<file path="src/rtl/mic_gate_pkg.sv">
// Shared types and register-map constants for the multi-channel mic gate.
// The top level and the per-channel block both import this package.
package mic_gate_pkg;

   typedef enum logic [1:0] {
      CLOSED = 2'd0,
      OPEN   = 2'd1,
      HOLD   = 2'd2
   } gate_state_t;

   localparam logic [5:0] ADDR_STATUS = 6'd0;
   localparam logic [5:0] ADDR_FLAGS  = 6'd1;
   localparam logic [5:0] ADDR_IRQ_EN = 6'd2;
   localparam logic [5:0] ADDR_CTRL   = 6'd3;
   localparam int         CH_BASE     = 8;
   localparam int         CH_STRIDE   = 4;

   localparam logic [1:0] OFF_LEVEL  = 2'd0;
   localparam logic [1:0] OFF_THR_HI = 2'd1;
   localparam logic [1:0] OFF_THR_LO = 2'd2;
   localparam logic [1:0] OFF_HOLD   = 2'd3;

   // Word address of register 'off' in channel k's window.
   function automatic logic [5:0] ch_addr(input int k, input logic [1:0] off);
      return 6'(CH_BASE + CH_STRIDE * k + int'(off));
   endfunction

endpackage

</file>
<file path="src/rtl/mic_gate_channel.sv">
// One mic channel: LEVEL/THR_HI/THR_LO/HOLD registers plus the hysteresis
// and hold-time gate FSM. Exposes its FSM state directly.
module mic_gate_channel
   import mic_gate_pkg::*;
#(
   parameter int LVL_W      = 16,
   parameter int HOLD_W     = 8,
   parameter int THR_HI_RST = 1200,
   parameter int THR_LO_RST = 1000,
   parameter int HOLD_RST   = 4
) (
   input  logic              clk,
   input  logic              rst,
   input  logic              enable_i,
   input  logic              level_ready_i,
   input  logic [LVL_W-1:0]  level_i,
   input  logic              thr_hi_we_i,
   input  logic              thr_lo_we_i,
   input  logic              hold_we_i,
   input  logic [15:0]       wr_data_i,
   output logic [LVL_W-1:0]  level_o,
   output logic [LVL_W-1:0]  thr_hi_o,
   output logic [LVL_W-1:0]  thr_lo_o,
   output logic [HOLD_W-1:0] hold_o,
   output logic              open_evt_o,
   output gate_state_t       state_o
);

   gate_state_t       state_q, state_d;
   logic [HOLD_W-1:0] cnt_q, cnt_d;
   logic [LVL_W-1:0]  level_q, thr_hi_q, thr_lo_q;
   logic [HOLD_W-1:0] hold_q;
   logic              hi_hit, lo_miss;

   // Decisions use the incoming level, not the stored LEVEL register.
   assign hi_hit  = (level_i >= thr_hi_q);
   assign lo_miss = (level_i < thr_lo_q);

   always_comb begin
      state_d    = state_q;
      cnt_d      = cnt_q;
      open_evt_o = 1'b0;
      if (!enable_i) begin
         state_d = CLOSED;
         cnt_d   = '0;
      end else if (level_ready_i) begin
         case (state_q)
            CLOSED: begin
               if (hi_hit) begin
                  state_d    = OPEN;
                  open_evt_o = 1'b1;
               end
            end
            OPEN: begin
               if (lo_miss) begin
                  if (hold_q != '0) begin
                     state_d = HOLD;
                     cnt_d   = hold_q;
                  end else begin
                     state_d = CLOSED;
                  end
               end
            end
            HOLD: begin
               if (hi_hit) begin
                  state_d = OPEN;
                  cnt_d   = '0;
               end else if (cnt_q == HOLD_W'(1)) begin
                  state_d = CLOSED;
                  cnt_d   = '0;
               end else begin
                  cnt_d = cnt_q - HOLD_W'(1);
               end
            end
            default: begin
               state_d = CLOSED;
               cnt_d   = '0;
            end
         endcase
      end
   end

   always_ff @(posedge clk or posedge rst) begin
      if (rst) begin
         state_q  <= CLOSED;
         cnt_q    <= '0;
         level_q  <= '0;
         thr_hi_q <= LVL_W'(THR_HI_RST);
         thr_lo_q <= LVL_W'(THR_LO_RST);
         hold_q   <= HOLD_W'(HOLD_RST);
      end else begin
         state_q <= state_d;
         cnt_q   <= cnt_d;
         if (level_ready_i) level_q  <= level_i;
         if (thr_hi_we_i)   thr_hi_q <= wr_data_i[LVL_W-1:0];
         if (thr_lo_we_i)   thr_lo_q <= wr_data_i[LVL_W-1:0];
         if (hold_we_i)     hold_q   <= wr_data_i[HOLD_W-1:0];
      end
   end

   assign level_o  = level_q;
   assign thr_hi_o = thr_hi_q;
   assign thr_lo_o = thr_lo_q;
   assign hold_o   = hold_q;
   assign state_o  = state_q;

endmodule

</file>
<file path="src/rtl/mic_gate_multi_mmio.sv">
// Multi-channel mic gate with a 16-bit MMIO register file, sticky W1C event
// flags and a maskable level interrupt.
module mic_gate_multi_mmio
   import mic_gate_pkg::*;
#(
   parameter int N_CH       = 4,
   parameter int LVL_W      = 16,
   parameter int HOLD_W     = 8,
   parameter int THR_HI_RST = 1200,
   parameter int THR_LO_RST = 1000,
   parameter int HOLD_RST   = 4
) (
   input  logic                  clk,
   input  logic                  rst,
   input  logic                  cs,
   input  logic                  wr_en,
   input  logic                  rd_en,
   input  logic [5:0]            address,
   input  logic [15:0]           wr_data,
   output logic [15:0]           rd_data,
   input  logic [N_CH*LVL_W-1:0] level_in,
   input  logic [N_CH-1:0]       level_ready_in,
   output logic [N_CH-1:0]       gate_open,
   output logic                  irq
);

   logic              wr_stb, rd_stb;
   logic              enable_q;
   logic [N_CH-1:0]   new_lvl_q, new_lvl_d, open_evt_q, open_evt_d;
   logic [N_CH-1:0]   irq_en_new_q, irq_en_open_q;
   logic [N_CH-1:0]   clr_new, clr_open, open_evt_set;
   logic [LVL_W-1:0]  level_ch  [N_CH];
   logic [LVL_W-1:0]  thr_hi_ch [N_CH];
   logic [LVL_W-1:0]  thr_lo_ch [N_CH];
   logic [HOLD_W-1:0] hold_ch   [N_CH];
   gate_state_t       state_ch  [N_CH];

   assign wr_stb = cs && wr_en;
   assign rd_stb = cs && rd_en;

   for (genvar k = 0; k < N_CH; k++) begin : g_ch
      mic_gate_channel #(
         .LVL_W      (LVL_W),
         .HOLD_W     (HOLD_W),
         .THR_HI_RST (THR_HI_RST),
         .THR_LO_RST (THR_LO_RST),
         .HOLD_RST   (HOLD_RST)
      ) u_ch (
         .clk           (clk),
         .rst           (rst),
         .enable_i      (enable_q),
         .level_ready_i (level_ready_in[k]),
         .level_i       (level_in[k*LVL_W +: LVL_W]),
         .thr_hi_we_i   (wr_stb && (address == ch_addr(k, OFF_THR_HI))),
         .thr_lo_we_i   (wr_stb && (address == ch_addr(k, OFF_THR_LO))),
         .hold_we_i     (wr_stb && (address == ch_addr(k, OFF_HOLD))),
         .wr_data_i     (wr_data),
         .level_o       (level_ch[k]),
         .thr_hi_o      (thr_hi_ch[k]),
         .thr_lo_o      (thr_lo_ch[k]),
         .hold_o        (hold_ch[k]),
         .open_evt_o    (open_evt_set[k]),
         .state_o       (state_ch[k])
      );
      assign gate_open[k] = (state_ch[k] != CLOSED);
   end

   // A hardware set in the same cycle as a W1C of that bit wins.
   assign clr_new    = (wr_stb && address == ADDR_FLAGS) ? wr_data[N_CH-1:0]   : '0;
   assign clr_open   = (wr_stb && address == ADDR_FLAGS) ? wr_data[8 +: N_CH]  : '0;
   assign new_lvl_d  = (new_lvl_q  & ~clr_new)  | level_ready_in;
   assign open_evt_d = (open_evt_q & ~clr_open) | open_evt_set;

   always_ff @(posedge clk or posedge rst) begin
      if (rst) begin
         new_lvl_q     <= '0;
         open_evt_q    <= '0;
         irq_en_new_q  <= '0;
         irq_en_open_q <= '0;
         enable_q      <= 1'b1;
      end else begin
         new_lvl_q  <= new_lvl_d;
         open_evt_q <= open_evt_d;
         if (wr_stb && address == ADDR_IRQ_EN) begin
            irq_en_new_q  <= wr_data[N_CH-1:0];
            irq_en_open_q <= wr_data[8 +: N_CH];
         end
         if (wr_stb && address == ADDR_CTRL) enable_q <= wr_data[0];
      end
   end

   assign irq = |(new_lvl_q & irq_en_new_q) | |(open_evt_q & irq_en_open_q);

   always_comb begin
      rd_data = '0;
      if (rd_stb) begin
         case (address)
            ADDR_STATUS: rd_data = {8'h00, 8'(gate_open)};
            ADDR_FLAGS:  rd_data = {8'(open_evt_q), 8'(new_lvl_q)};
            ADDR_IRQ_EN: rd_data = {8'(irq_en_open_q), 8'(irq_en_new_q)};
            ADDR_CTRL:   rd_data = {15'd0, enable_q};
            default: begin
               for (int k = 0; k < N_CH; k++) begin
                  if (address == ch_addr(k, OFF_LEVEL))  rd_data = 16'(level_ch[k]);
                  if (address == ch_addr(k, OFF_THR_HI)) rd_data = 16'(thr_hi_ch[k]);
                  if (address == ch_addr(k, OFF_THR_LO)) rd_data = 16'(thr_lo_ch[k]);
                  if (address == ch_addr(k, OFF_HOLD))   rd_data = 16'(hold_ch[k]);
               end
            end
         endcase
      end
   end

endmodule

</file>
<file path="config.mk">
export PLATFORM = sky130hd
export DESIGN_NAME = mic_gate_multi_mmio
export DESIGN_NICKNAME = d
export VERILOG_FILES = /design/src/rtl/mic_gate_pkg.sv /design/src/rtl/mic_gate_channel.sv /design/src/rtl/mic_gate_multi_mmio.sv
export SDC_FILE = /design/constraint.sdc
export NUM_CORES = 1
export LEC_CHECK = 0
export CORE_UTILIZATION = 25
export CTS_BUF_LIST = sky130_fd_sc_hd__clkbuf_16
export CTS_CLUSTER_DIAMETER = 100
export DETAILED_ROUTE_END_ITERATION = 10
export GPL_TIMING_DRIVEN = 0
export HOLD_SLACK_MARGIN = 0.1
export SLEW_MARGIN = 20
export SYNTH_ARGS = -nofsm -noshare
export SYNTH_HDL_FRONTEND = slang
export SYNTH_HIERARCHICAL = 1
export SYNTH_SLANG_ARGS = --single-unit
export TNS_END_PERCENT = 100
</file>
<file path="constraint.sdc">
create_clock -name clk -period 2.4 [get_ports clk]
set_input_delay 0.48 -clock clk [delete_from_list [all_inputs] [get_ports clk]]
set_output_delay 0.48 -clock clk [all_outputs]
set_load 0.005 [all_outputs]
</file>
==> results of run 1 <==
-- final cells by class --
class	instances	area (sq um)	share of cell area (%)
diodes	1	2.50	0.0101
plain buffers	91	820	3.32
clock buffers	36	901	3.65
clock inverters	30	327	1.32
inverters	181	697	2.82
multi-input cells	1322	11100	45.1
flip-flops and latches	281	7090	28.7
well taps	940	1180	4.76
repair buffers	260	2540	10.3
-- flip-flops by register name, summed over array words and instances, names as in the netlist --
| name | flops |
|---|---|
| enable_q | 1 |
| g_ch.u_ch/cnt_q | 32 |
| g_ch.u_ch/hold_o | 32 |
| g_ch.u_ch/level_o | 64 |
| g_ch.u_ch/state_o | 8 |
| g_ch.u_ch/thr_hi_o | 64 |
| g_ch.u_ch/thr_lo_o | 64 |
| irq_en_new_q | 4 |
| irq_en_open_q | 4 |
| new_lvl_q | 4 |
| open_evt_q | 4 |
-- power by group --
group | switching, mW | internal [mW]
registers | 0.466 | 5.30
logic | 1.97 | 1.59
clock network | 2.28 | 3.40
-- worst max path at each step --
stage                                          from                                   to  slack [ns]  depth (start not counted)
6_report       g_ch[0].u_ch/thr_lo_o[5]$_DFFE_PP1P_                           rd_data[5]       -0.74                          6
2_1_floorplan  g_ch[1].u_ch/thr_lo_o[9]$_DFFE_PP1P_  g_ch[1].u_ch/state_o[1]$_DFFE_PP0P_        0.03                          8
5_1_grt        g_ch[0].u_ch/thr_hi_o[5]$_DFFE_PP1P_                           rd_data[5]       -0.69                          6
3_5_place_dp                             address[1]                           rd_data[5]       -2.39                          9
4_1_cts        g_ch[0].u_ch/thr_lo_o[5]$_DFFE_PP1P_                           rd_data[5]       -0.68                          6
3_3_place_gp                             address[1]                           rd_data[5]       -2.42                          9
-- metal layers --
| metal | track usage, % | share of wire (%) |
|---|---|---|
| met3 | 5.31 | 8.9 |
| met4 | 11.0 | 6.6 |
| met1 | 23.8 | 40 |
| met2 | 31.1 | 45 |
| met5 | 0 | 0.090 |
-- what timing repair did --
item	CTS	global route
endpoints found under the setup margin	197	83
hold buffers	0	0
pin swaps	126	73
gates cloned	7	0
gates resized for setup	470	91
buffers inserted	106	33
-- placed cells by master (no fill, tap or decap), types with 13 or more instances in the layout --
master / n
sky130_fd_sc_hd__ha_1: 136
sky130_fd_sc_hd__a22oi_1: 14
sky130_fd_sc_hd__a211oi_1: 14
sky130_fd_sc_hd__dfrtp_1: 234
sky130_fd_sc_hd__buf_6: 42
sky130_fd_sc_hd__buf_12: 21
sky130_fd_sc_hd__clkbuf_1: 32
sky130_fd_sc_hd__mux2i_1: 13
sky130_fd_sc_hd__a21oi_2: 20
sky130_fd_sc_hd__clkdlybuf4s50_1: 84
sky130_fd_sc_hd__o22ai_1: 13
sky130_fd_sc_hd__nand2_1: 195
sky130_fd_sc_hd__clkbuf_16: 36
sky130_fd_sc_hd__buf_2: 21
sky130_fd_sc_hd__nor3_1: 33
sky130_fd_sc_hd__nor2_1: 61
sky130_fd_sc_hd__mux2_2: 125
sky130_fd_sc_hd__nand2b_1: 13
sky130_fd_sc_hd__nand4_1: 21
sky130_fd_sc_hd__inv_1: 171
sky130_fd_sc_hd__dfstp_2: 45
sky130_fd_sc_hd__nand3_1: 29
sky130_fd_sc_hd__a21oi_1: 47
sky130_fd_sc_hd__o21ai_0: 165
sky130_fd_sc_hd__o211ai_1: 14
sky130_fd_sc_hd__a211oi_2: 14
sky130_fd_sc_hd__buf_4: 109
sky130_fd_sc_hd__and3_1: 13
-- worst max-delay path: cells and delay by family (launching register included) --
kind	cells	cell delay [ns]
flops	1	0.54
simple gates	2	0.26
compound gates	2	0.86
buf+inv	1	0.14
mux	1	0.28
-- stage by stage --
stage | std cells | hold WS, ns
floorplan | 1880 | 0.405
global placement | 2935 | 0.487
detailed placement | 2939 | 0.493
CTS | 3114 | 0.444
global route | 3141 | 0.292
finish | 3142 | 0.281
-- cell families (layout without fill, tap and decap cells) --
kind of cell / after synthesis / after routing / share of synthesized area [%]
AO/OA/AOI/OAI: 499 / 499 / 18.7
adder cells (fa/ha/maj): 148 / 148 / 10.3
buffers and inverters: 277 / 598 / 6.47
flip-flops: 281 / 281 / 39.4
multiplexers: 154 / 154 / 10.1
other: 0 / 1 / 0
AND/OR/NAND/NOR: 521 / 521 / 15.0
==> results.md, run 1 <==
- The row count is 97.
- Measured against its own limit, the worst slew margin works out to 16.4%.
- The first global-routing pass estimated 108 mm of wire.
- The capture point of the worst reg-to-reg path is g_ch[2].u_ch/state_o[1]$_DFFE_PP0P_.
- At the worst endpoint, the required time is 1.92 ns.
- The maximum vdd drop is 0.393 mV.
- The CTS tree is built.
- Port buffering added 115 buffers.
- Across all layers, the routed design uses 16700 vias.
- The final cell utilization of the core is 35.0%.
- Across the routed clock network, the largest skew measured is 0.0276 ns.
- In this run the cell area of the synthesized design comes to 0.0180 sq mm.
- The number of enable flip-flop cells after synthesis is 0.
- The layout cell share with drive strength beyond 1 is 32.9%.
- After the first detailed-routing iteration, the DRC count stood at 1487.
- The number of flip-flops and latches in the synthesized netlist is 281.
- The number of nets handed over by synthesis was 2123.
- The layout net count is 2416.
- The total setup violations reported at the end of the flow is 54.
- The part of the cycle the worst path needs is 131%.
- The endpoint of the worst hold-timing path is g_ch[1].u_ch/level_o[0]$_DFFE_PP0P_.
- In the synthesized netlist, the cells that appear most often are 236 x sky130_fd_sc_hd__dfrtp_1, 205 x sky130_fd_sc_hd__nand2_1, 187 x sky130_fd_sc_hd__o21ai_0.
- The slowest library cell on the worst path is sky130_fd_sc_hd__a222oi_1.
- Subtracting the final worst setup slack from the clock period gives 3.14 ns.
- For this design the static power due to leakage is 10.8 nW.
- Overall power consumption after layout is estimated at 15.0 mW.
- At the pin with the least slew margin, the transition time is 1.25 ns.
- The CTS clock-pin slew for the worst setup and hold paths is 0.06 ns.
- The Yosys step of the flow raised 6 warnings.
- The final-report max-slew violation count is 0.
- Setup repair after global routing could not meet its margin everywhere.
- The peak clock frequency supported by timing is 0.319 GHz.
- The min-delay analysis places its worst path in the category input pin to flip-flop.
- After legalization and detailed placement, the total HPWL measured 52.6 mm.
- The post-route setup TNS is -12.99 ns.
- Counting every sink on the clock net gives 281.
- The number of cells produced by synthesis is 1880.
- The arrival time of the worst setup path is 2.66 ns.
- The kind of start point of the critical path is a flip-flop.
- The number of violations of the max-capacitance limit is 0.
- The post-place instance area is 0.0204 sq mm.
- The power density relative to cell area is 608 mW/mm^2.
- The number of CTS-inserted buffers is 36.
- The peak fanout along the critical path is 2.
- The maximum level of the CTS H-tree is 2.
- The worst hold path stage count is 2.
- Yosys instantiated no cell more often than sky130_fd_sc_hd__dfrtp_1.
- The fraction of synthesis flops using an asynchronous set or reset pin is 100%.
- In this run the deepest clock path goes through 3 buffers.
- The number of antenna violations at the first check in global routing is 6.
- The category of the worst setup path capture point is a primary output.
- For this run the aggregate overflow at the end of global routing stands at 0.
- The starting utilization of the core area is 25.4%.
- The flow ran to the end, but the final reports show violations.
- The cell count of the worst reg-to-reg path is 8.
- The synthesized netlist contains 97 unique library cells.
- Timing analysis after detailed placement gives a worst setup slack of -2.39 ns.
- The area share of the leading cell type in the synthesized netlist is 32.9%.
- The number of filler cells placed in the layout is 7094.
- After detailed routing, the total wire length is 73.1 mm.
- The post-detailed-route DRC marker count is 0.
- The number of hold violations in the final report came to 0.
- The number of global-route vias before repair is 16600.
- The reg2reg setup slack is -0.29 ns.
- Summing all non-filler instances in the final layout gives an area of 0.0247 sq mm.
- Sequential cells were found to cover 39.4% of the synthesized design area.
- From left edge to right edge, the die measures 270 microns.
- The post-detailed-route wirelength per cell is 23.3 microns.
- Clock tree synthesis selected as its root buffer the cell sky130_fd_sc_hd__clkbuf_16.
- In this run the most critical hold path is launched from level_in[16].
- The detail route stage leaves a number of antenna-violating nets equal to 0.
- The routability-driven placement congestion ratio is 0.988.
- The source of the worst register-to-register timing path is g_ch[2].u_ch/thr_lo_o[8]$_DFFE_PP1P_.
- The mean post-synth cell area is 9.56 sq um.
- The critical path goes through mux4_2, nand2_2, a222oi_1, a21oi_1, nor2_2, buf_2.
- The first-pass detailed-route iteration total is 5.
- 116 I/O pins were placed.
- The peak per-stage delay on the critical path is 0.75 ns.
- Clock latency on the worst-skew pair, taken at its later pin, is 0.58 ns.
- The die covers 0.0730 sq mm.
- Setup slack on the critical path of the routed design comes to -0.739 ns.
- After detailed routing, the number of vias per cell comes to 5.32.
- The final reports fail on setup timing.
- The core area is 0.0706 sq mm.
- The chip height is 270 microns.
- The all-layer global routing usage is 19.5%.
- The relative area change from synthesis to final layout is 37.4%.
- The maximum number of pins on one net before global-route repair is 52.
- After synthesis, the cell types taking the most area are sky130_fd_sc_hd__dfrtp_1 33%, sky130_fd_sc_hd__ha_1 10%, sky130_fd_sc_hd__mux2_2 7.9%.
- For this run, the leading register cell type out of synthesis is sky130_fd_sc_hd__dfrtp_1.
- Summed over all instances, the cell type with the most area after synthesis is sky130_fd_sc_hd__dfrtp_1.
- The start-to-end type of the worst setup path is flip-flop to primary output.
Power figures use the tool's default switching activity.
==> inputs of run 2 (changes only) <==
Settings changed: MAX_ROUTING_LAYER from default to met4.
==> run 2 against run 1 <==
Against the previous run:
- the run still ends with setup timing left
- critical endpoint unchanged
- sequential share of layout area rose by 0.11 points
- sequential power about the same
- critical path depth stayed put
==> results.md, run 2 (synthesis gave the netlist of run 1 again) <==
- Outcome: complete, but fails checks (unchanged).
- Failing checks: setup timing (unchanged).
- The number of violations of the max-capacitance limit is 0 (unchanged).
- The number of global-route vias before repair was 16300 (was 16600).
- The first-pass detailed-route iteration total is 7 (was 5).
- The number of placed I/O pins is 116 (unchanged).
- The maximum level of the CTS H-tree is 2 (unchanged).
- The hold buffer count at CTS is 0 (unchanged).
- The setup slack after placement is -2.41 ns (was -2.39 ns).
- The core area is 0.0706 sq mm (unchanged).
- The row count came to 97 (unchanged).
- The power density relative to cell area is 602 mW/mm^2 (was 608 mW/mm^2).
- The post-place instance area was 0.0204 sq mm (about the same).
- The count of clock tree sinks is 281 (unchanged).
- The peak clock frequency supported by timing came to 0.328 GHz (was 0.319 GHz).
- The CTS tree is built (unchanged).
- The layout net count was 2410 (was 2416).
- The total routed wirelength was 73.0 mm (was 73.1 mm).
- The count of buffers inserted at the top-level ports is 115 (unchanged).
- The commonest non-fill, non-tap cell in the layout is sky130_fd_sc_hd__dfrtp_1 (unchanged).
- The leftover overflow at the end of global routing is 0 (unchanged).
- The peak fanout along the critical path came to 2 (unchanged).
- The detailed-route via count was 16600 (was 16700).
- The cell at the root of the clock tree is sky130_fd_sc_hd__clkbuf_16 (unchanged).
- The detailed-placement wirelength estimate is 52.7 mm (was 52.6 mm).
- The met2 global-route usage is 31.0% (was 31.1%).
- The most crowded layer after global routing was met2 (unchanged).
- RSZ-0062 raised after global routing: yes (unchanged).
- The total design power is 14.8 mW (was 15.0 mW).
- The number of filler cells placed in the layout is 7079 (was 7094).
- The post-detailed-route DRC marker count is 0 (unchanged).
- The met3 layer usage reported by global route came to 4.33% (was 5.31%).
- The number of cells in the finished layout apart from fillers is 3142 (unchanged).
- The first-iteration detailed-routing DRC count is 1442 (was 1487).
- The final cell utilization of the core is 34.8% (was 35.0%).
- The normalized max-slew margin is 16.4% (about the same).
- The number of CTS-inserted buffers is 36 (unchanged).
- The shortest clock period the worst path allows after layout was 3.05 ns (was 3.14 ns).
- The overall die width came to 270 microns (unchanged).
- The maximum vdd drop came to 0.369 mV (was 0.393 mV).
- The chip height is 270 microns (unchanged).
- The starting utilization of the core area is 25.4% (unchanged).
- The cell count after placement is 2939 (unchanged).
- The total setup violations reported at the end of the flow is 49 (was 54).
- The CTS clock-pin slew for the worst setup and hold paths came to 0.06 ns (about the same).
- The actual slew at the worst max-slew pin was 1.25 ns (about the same).
- The path type of the worst min-delay path is input pin to flip-flop (unchanged).
- The clock latency reported for the late side of the worst-skew pair is 0.58 ns (about the same).
- The relative area change from synthesis to final layout came to 36.9% (was 37.4%).
- The final worst setup slack came to -0.645 ns (was -0.739 ns).
- The start-to-end type of the worst setup path is flip-flop to primary output (unchanged).
- Commonest non-fill, non-tap cells in the layout: 235 x sky130_fd_sc_hd__dfrtp_1, 194 x sky130_fd_sc_hd__nand2_1, 166 x sky130_fd_sc_hd__inv_1 (was 234 x sky130_fd_sc_hd__dfrtp_1, 195 x sky130_fd_sc_hd__nand2_1, 171 x sky130_fd_sc_hd__inv_1).
- The final-report max-slew violation count is 0 (unchanged).
- The per-cell via count in the routed design is 5.29 (was 5.32).
- The static power due to leakage came to 10.7 nW (was 10.8 nW).
- The worst path required time was 1.92 ns (about the same).
- The global-route track usage on met1 is 25.0% (was 23.8%).
- The count of antenna-violating nets left after detailed routing is 0 (unchanged).
- The full die area is 0.0730 sq mm (unchanged).
- The wire length of the first global-routing pass was 107 mm (was 108 mm).
- The maximum number of buffers from clock root to sink is 3 (unchanged).
- The all-layer global routing usage was 20.2% (was 19.5%).
- The layout cell share with drive strength beyond 1 was 32.8% (was 32.9%).
- The kind of start point of the critical path is a flip-flop (unchanged).
- The maximum number of pins on one net before global-route repair is 54 (was 52).
- The arrival time of the worst setup path is 2.57 ns (was 2.66 ns).
- The part of the cycle the worst path needs was 127% (was 131%).
- The worst clock skew is 0.0244 ns (was 0.0276 ns).
- The routability-driven placement congestion ratio is 1.01 (was 0.988).
- The total non-filler cell area in the finished layout is 0.0246 sq mm (was 0.0247 sq mm).
- The number of antenna violations at the first check in global routing is 7 (was 6).
- The post-detailed-route wirelength per cell is 23.2 microns (was 23.3 microns).
- The number of hold violations in the final report came to 0 (unchanged).
- The category of the worst setup path capture point was a primary output (unchanged).
-- run 2: path summary, 6_finish.rpt --
kind | startpoint | to | slack (ns) | cells past startpoint
max reg2reg | g_ch[3].u_ch/thr_lo_o[8]$_DFFE_PP1P_ | g_ch[3].u_ch/state_o[1]$_DFFE_PP0P_ | -0.27 | 8
min reg2reg | g_ch[0].u_ch/thr_hi_o[10]$_DFFE_PP1P_ | g_ch[0].u_ch/thr_hi_o[10]$_DFFE_PP1P_ | 0.50 | 2
min in group asynchronous | rst | g_ch[3].u_ch/level_o[8]$_DFFE_PP0P_ | 0.54 | 2
max in group asynchronous | rst | g_ch[1].u_ch/hold_o[2]$_DFFE_PP1P_ | 1.13 | 3
max | g_ch[0].u_ch/thr_lo_o[5]$_DFFE_PP1P_ | rd_data[5] | -0.65 | 6
min | level_in[12] | g_ch[0].u_ch/level_o[12]$_DFFE_PP0P_ | 0.34 | 2
-- run 2: area by class of cell --
type / instances / area (sq um) / area share [%]
timing repair buffer: 253 / 2480 / 10.1
tap: 940 / 1180 / 4.78
multi-input combinational: 1323 / 11200 / 45.4
sequential: 281 / 7090 / 28.8
buffer: 91 / 821 / 3.34
inverter: 181 / 694 / 2.82
antenna: 7 / 17.5 / 0.0712
clock buffer: 37 / 926 / 3.76
clock inverter: 29 / 238 / 0.966
-- run 2: repair_timing --
item,CTS,global route
pin swaps,96,64
buffers inserted,77,50
cloned,5,3
gates resized for setup,433,124
setup endpoints to repair,199,65
-- run 2: power by group --
group	internal (mW)	leakage [nW]	switching, mW
sequential	5.31	3.25	0.467
combinational	1.58	6.85	1.98
clock	3.23	0.592	2.25
-- run 2: metal layers --
layer,part of all wire [%],up-vias
met1,41,8241
met5,0,-
met4,5.7,0
met3,8.0,204
li1,-,7431
met2,45,734
-- run 2: worst max-delay path: stages (launching register included) --
cell and delay [ns]:
sky130_fd_sc_hd__dfstp_2 0.54, sky130_fd_sc_hd__mux4_2 0.28, sky130_fd_sc_hd__nand2_2 0.06, sky130_fd_sc_hd__a222oi_1 0.68, sky130_fd_sc_hd__a21oi_1 0.11, sky130_fd_sc_hd__nor2_2 0.18
sky130_fd_sc_hd__buf_2 0.14
-- run 2: per-stage QoR --
stage / TNS (ns) / hold WS (ns)
5_1_grt: -14.94 / 0.354
4_1_cts: -11.61 / 0.404
3_5_place_dp: -199.64 / 0.494
2_1_floorplan: 0 / 0.405
6_report: -12.54 / 0.338
3_3_place_gp: -503.67 / 0.484
==> inputs of run 3 (changes only) <==
Settings changed: CORE_UTILIZATION 25 to 43, SLEW_MARGIN 20 to default.
==> run 3 against run 2 <==
Against the previous run:
- the flow finishes with violations (DRC, setup timing)
- register-to-register slack gained 0.05 ns
- critical path depth is the same
- sequential share of layout area grew 0.81 points
- sequential cell count is the same
- clock power shrank 1%
- global-route usage grew 15 points
- first-iteration DRC count grew 9.2%
- count of clock-buffer cells in the layout is the same
- worst setup slack gained 0.062 ns
- clock skew shrank 0.0012 ns
- critical path type unchanged
==> results.md, run 3 (synthesis gave the netlist of run 1 again) <==
- The leftover overflow at the end of global routing is 0 (unchanged).
- The maximum number of pins on one net before global-route repair is 67 (was 54).
- The slowest library cell on the worst path is sky130_fd_sc_hd__a222oi_1 (unchanged).
- The wire length of the first global-routing pass came to 106 mm (was 107 mm).
- The power density relative to cell area is 618 mW/mm^2 (was 602 mW/mm^2).
- The total routed wirelength is 72.4 mm (was 73.0 mm).
- The number of antenna violations at the first check in global routing came to 1 (was 7).
- The post-place instance area is 0.0198 sq mm (was 0.0204 sq mm).
- The maximum number of buffers from clock root to sink is 3 (unchanged).
- The post-detailed-route DRC marker count is 8 (was 0).
- The total setup violations reported at the end of the flow is 52 (was 49).
- The kind of start point of the critical path is a flip-flop (unchanged).
- The layout net count is 2397 (was 2410).
- The all-layer global routing usage is 35.1% (was 20.2%).
- The dominant delay contributor by cell family on the critical path is compound AO/OA/AOI/OAI gates (unchanged).
- The peak fanout along the critical path is 2 (unchanged).
- The core area was 0.0410 sq mm (was 0.0706 sq mm).
- The part of the cycle the worst path needs is 124% (was 127%).
- The category of the worst setup path capture point is a primary output (unchanged).
- The setup slack after placement came to -2.46 ns (was -2.41 ns).
- The area used by multi-input combinational logic came to 0.0112 sq mm (about the same).
- Failing checks: DRC, setup timing (was setup timing).
- The number of antenna repair diodes came to 0 (was 7).
- The worst clock skew is 0.0232 ns (was 0.0244 ns).
- The detailed-route via count was 16600 (about the same).
- The CTS clock-pin slew for the worst setup and hold paths was 0.06 ns (about the same).
- The post-detailed-route wirelength per cell came to 26.7 microns (was 23.2 microns).
- The static power due to leakage is 10.7 nW (about the same).
- The buffering stage count on the worst path with inverters included was 1 (unchanged).
- The number of cells in the finished layout apart from fillers came to 2714 (was 3142).
- The per-cell via count in the routed design was 6.13 (was 5.29).
- Cells along the critical path: mux4_2, nand2_2, a222oi_1, a21oi_1, nor2_1, buf_2 (was mux4_2, nand2_2, a222oi_1, a21oi_1, nor2_2, buf_2).
- The commonest non-fill, non-tap cell in the layout is sky130_fd_sc_hd__dfrtp_1 (unchanged).
- The count of clock tree sinks is 281 (unchanged).
- The post-route setup TNS is -9.89 ns (was -12.54 ns).
- The normalized max-slew margin came to 12.7% (was 16.4%).
- The maximum level of the CTS H-tree came to 2 (unchanged).
- The first-iteration detailed-routing DRC count is 1574 (was 1442).
- Commonest non-fill, non-tap cells in the layout: 233 x sky130_fd_sc_hd__dfrtp_1, 193 x sky130_fd_sc_hd__nand2_1, 171 x sky130_fd_sc_hd__inv_1 (was 235 x sky130_fd_sc_hd__dfrtp_1, 194 x sky130_fd_sc_hd__nand2_1, 166 x sky130_fd_sc_hd__inv_1).
- The routability-driven placement congestion ratio is 1.00 (was 1.01).
- The full die area is 0.0426 sq mm (was 0.0730 sq mm).
- The start-to-end type of the worst setup path was flip-flop to primary output (unchanged).
- The number of filler cells placed in the layout is 3524 (was 7079).
- The cell count after placement is 2527 (was 2939).
- The number of global-route vias before repair is 16400 (was 16300).
- The count of antenna-violating nets left after detailed routing is 0 (unchanged).
- The overall die width is 206 microns (was 270 microns).
- The worst path required time came to 1.92 ns (about the same).
- The first-pass detailed-route iteration total is 9 (was 7).
- The actual slew at the worst max-slew pin is 1.30 ns (was 1.25 ns).
- The arrival time of the worst setup path came to 2.50 ns (was 2.57 ns).
- The worst hold slack across all endpoints was 0.263 ns (was 0.338 ns).
- The CTS tree is built (unchanged).
- The shortest clock period the worst path allows after layout was 2.98 ns (was 3.05 ns).
- The path type of the worst min-delay path is input pin to flip-flop (unchanged).
- The layout cell share with drive strength beyond 1 is 32.9% (was 32.8%).
- The peak per-stage delay on the critical path is 0.64 ns (was 0.68 ns).
- The row count is 74 (was 97).
- The final worst setup slack is -0.583 ns (was -0.645 ns).
- The cell at the root of the clock tree is sky130_fd_sc_hd__clkbuf_16 (unchanged).
- The maximum vdd drop was 0.486 mV (was 0.369 mV).
- The chip height is 206 microns (was 270 microns).
- The final-report max-slew violation count is 0 (unchanged).
- The peak clock frequency supported by timing was 0.335 GHz (was 0.328 GHz).
- The number of hold violations in the final report came to 0 (unchanged).
- The detailed-placement wirelength estimate is 50.9 mm (was 52.7 mm).
- The number of placed I/O pins was 116 (unchanged).
- The number of CTS-inserted buffers is 37 (was 36).
- RSZ-0062 raised after global routing: yes (unchanged).
- The sequential cell area came to 0.00710 sq mm (was 0.00709 sq mm).
- The clock latency reported for the late side of the worst-skew pair was 0.56 ns (was 0.58 ns).
- The starting utilization of the core area is 43.8% (was 25.4%).
- Outcome: complete, but fails checks (unchanged).
- The number of violations of the max-capacitance limit is 0 (unchanged).
- The count of buffers inserted at the top-level ports is 115 (unchanged).
- The total non-filler cell area in the finished layout is 0.0239 sq mm (was 0.0246 sq mm).
- The relative area change from synthesis to final layout came to 33.2% (was 36.9%).
## run 3: cell types whose count changed in the layout (fill, tap and decap cells not counted), sizes merged, moves of 3 or more
cell	previous run	this run
dlymetal6s2s	4	9
clkdlybuf4s50	81	78
clkinv	19	16
clkinvlp	0	3
clkbuf	81	77
diode	7	0
buf	207	197
## run 3: report_power, final
group / switching, mW / internal [mW]
registers: 0.478 / 5.31
logic: 2.01 / 1.59
clock network: 2.26 / 3.14
## run 3: timing repair
| item | 4_1_cts | 5_1_grt |
|---|---|---|
| cloned | 7 | 2 |
| gates resized for setup | 440 | 139 |
| pin swaps | 111 | 78 |
| hold buffers | 0 | 0 |
| setup buffers | 91 | 27 |
| endpoints found under the setup margin | 211 | 72 |
## run 3: area by class of cell
type / instances / area share (%)
Multi-Input combinational cell: 1322 / 46.7
Sequential cell: 281 / 29.6
Timing Repair Buffer: 241 / 9.83
Clock buffer: 37 / 3.87
Buffer: 90 / 3.36
Inverter: 181 / 2.90
Tap cell: 532 / 2.78
Clock inverter: 30 / 0.967
## run 3: worst register-to-register path, cell delays in order, from the launching register on
cell                      delay, ns
sky130_fd_sc_hd__dfstp_2       0.54
sky130_fd_sc_hd__inv_2         0.04
sky130_fd_sc_hd__ha_1          0.26
sky130_fd_sc_hd__and3_4        0.17
sky130_fd_sc_hd__nand4_1       0.16
sky130_fd_sc_hd__or4_4         0.50
sky130_fd_sc_hd__a41oi_4       0.33
sky130_fd_sc_hd__or2_4         0.19
sky130_fd_sc_hd__mux2_4        0.29
## run 3: per-stage QoR
stage,power (mW),utilization [%]
floorplan,7.37,-
global placement,8.51,48.2
detailed placement,8.60,48.3
CTS,14.5,56.5
global route,15.4,58.4
finish,14.8,58.4
## run 3: metal layers
| metal | wire length (microns) | track usage (%) |
|---|---|---|
| met3 | 4850 | 4.37 |
| met1 | 31300 | 46.9 |
| met5 | 0 | - |
| met4 | 3290 | 14.1 |
| met2 | 32900 | 54.0 |
## run 3: worst paths after layout
kind / from / to / slack, ns / cells past startpoint
worst min register to register: g_ch[1].u_ch/thr_lo_o[8]$_DFFE_PP1P_ / g_ch[1].u_ch/thr_lo_o[8]$_DFFE_PP1P_ / 0.49 / 2
max in group asynchronous: rst / g_ch[2].u_ch/thr_lo_o[4]$_DFFE_PP0P_ / 0.94 / 2
worst max-delay path: g_ch[0].u_ch/thr_hi_o[5]$_DFFE_PP1P_ / rd_data[5] / -0.58 / 6
worst max register to register: g_ch[3].u_ch/thr_lo_o[8]$_DFFE_PP1P_ / g_ch[3].u_ch/state_o[1]$_DFFE_PP0P_ / -0.22 / 8
worst min-delay path: level_in[48] / g_ch[3].u_ch/level_o[0]$_DFFE_PP0P_ / 0.26 / 2
min in group asynchronous: rst / open_evt_q[1]$_DFF_PP0_ / 0.79 / 2
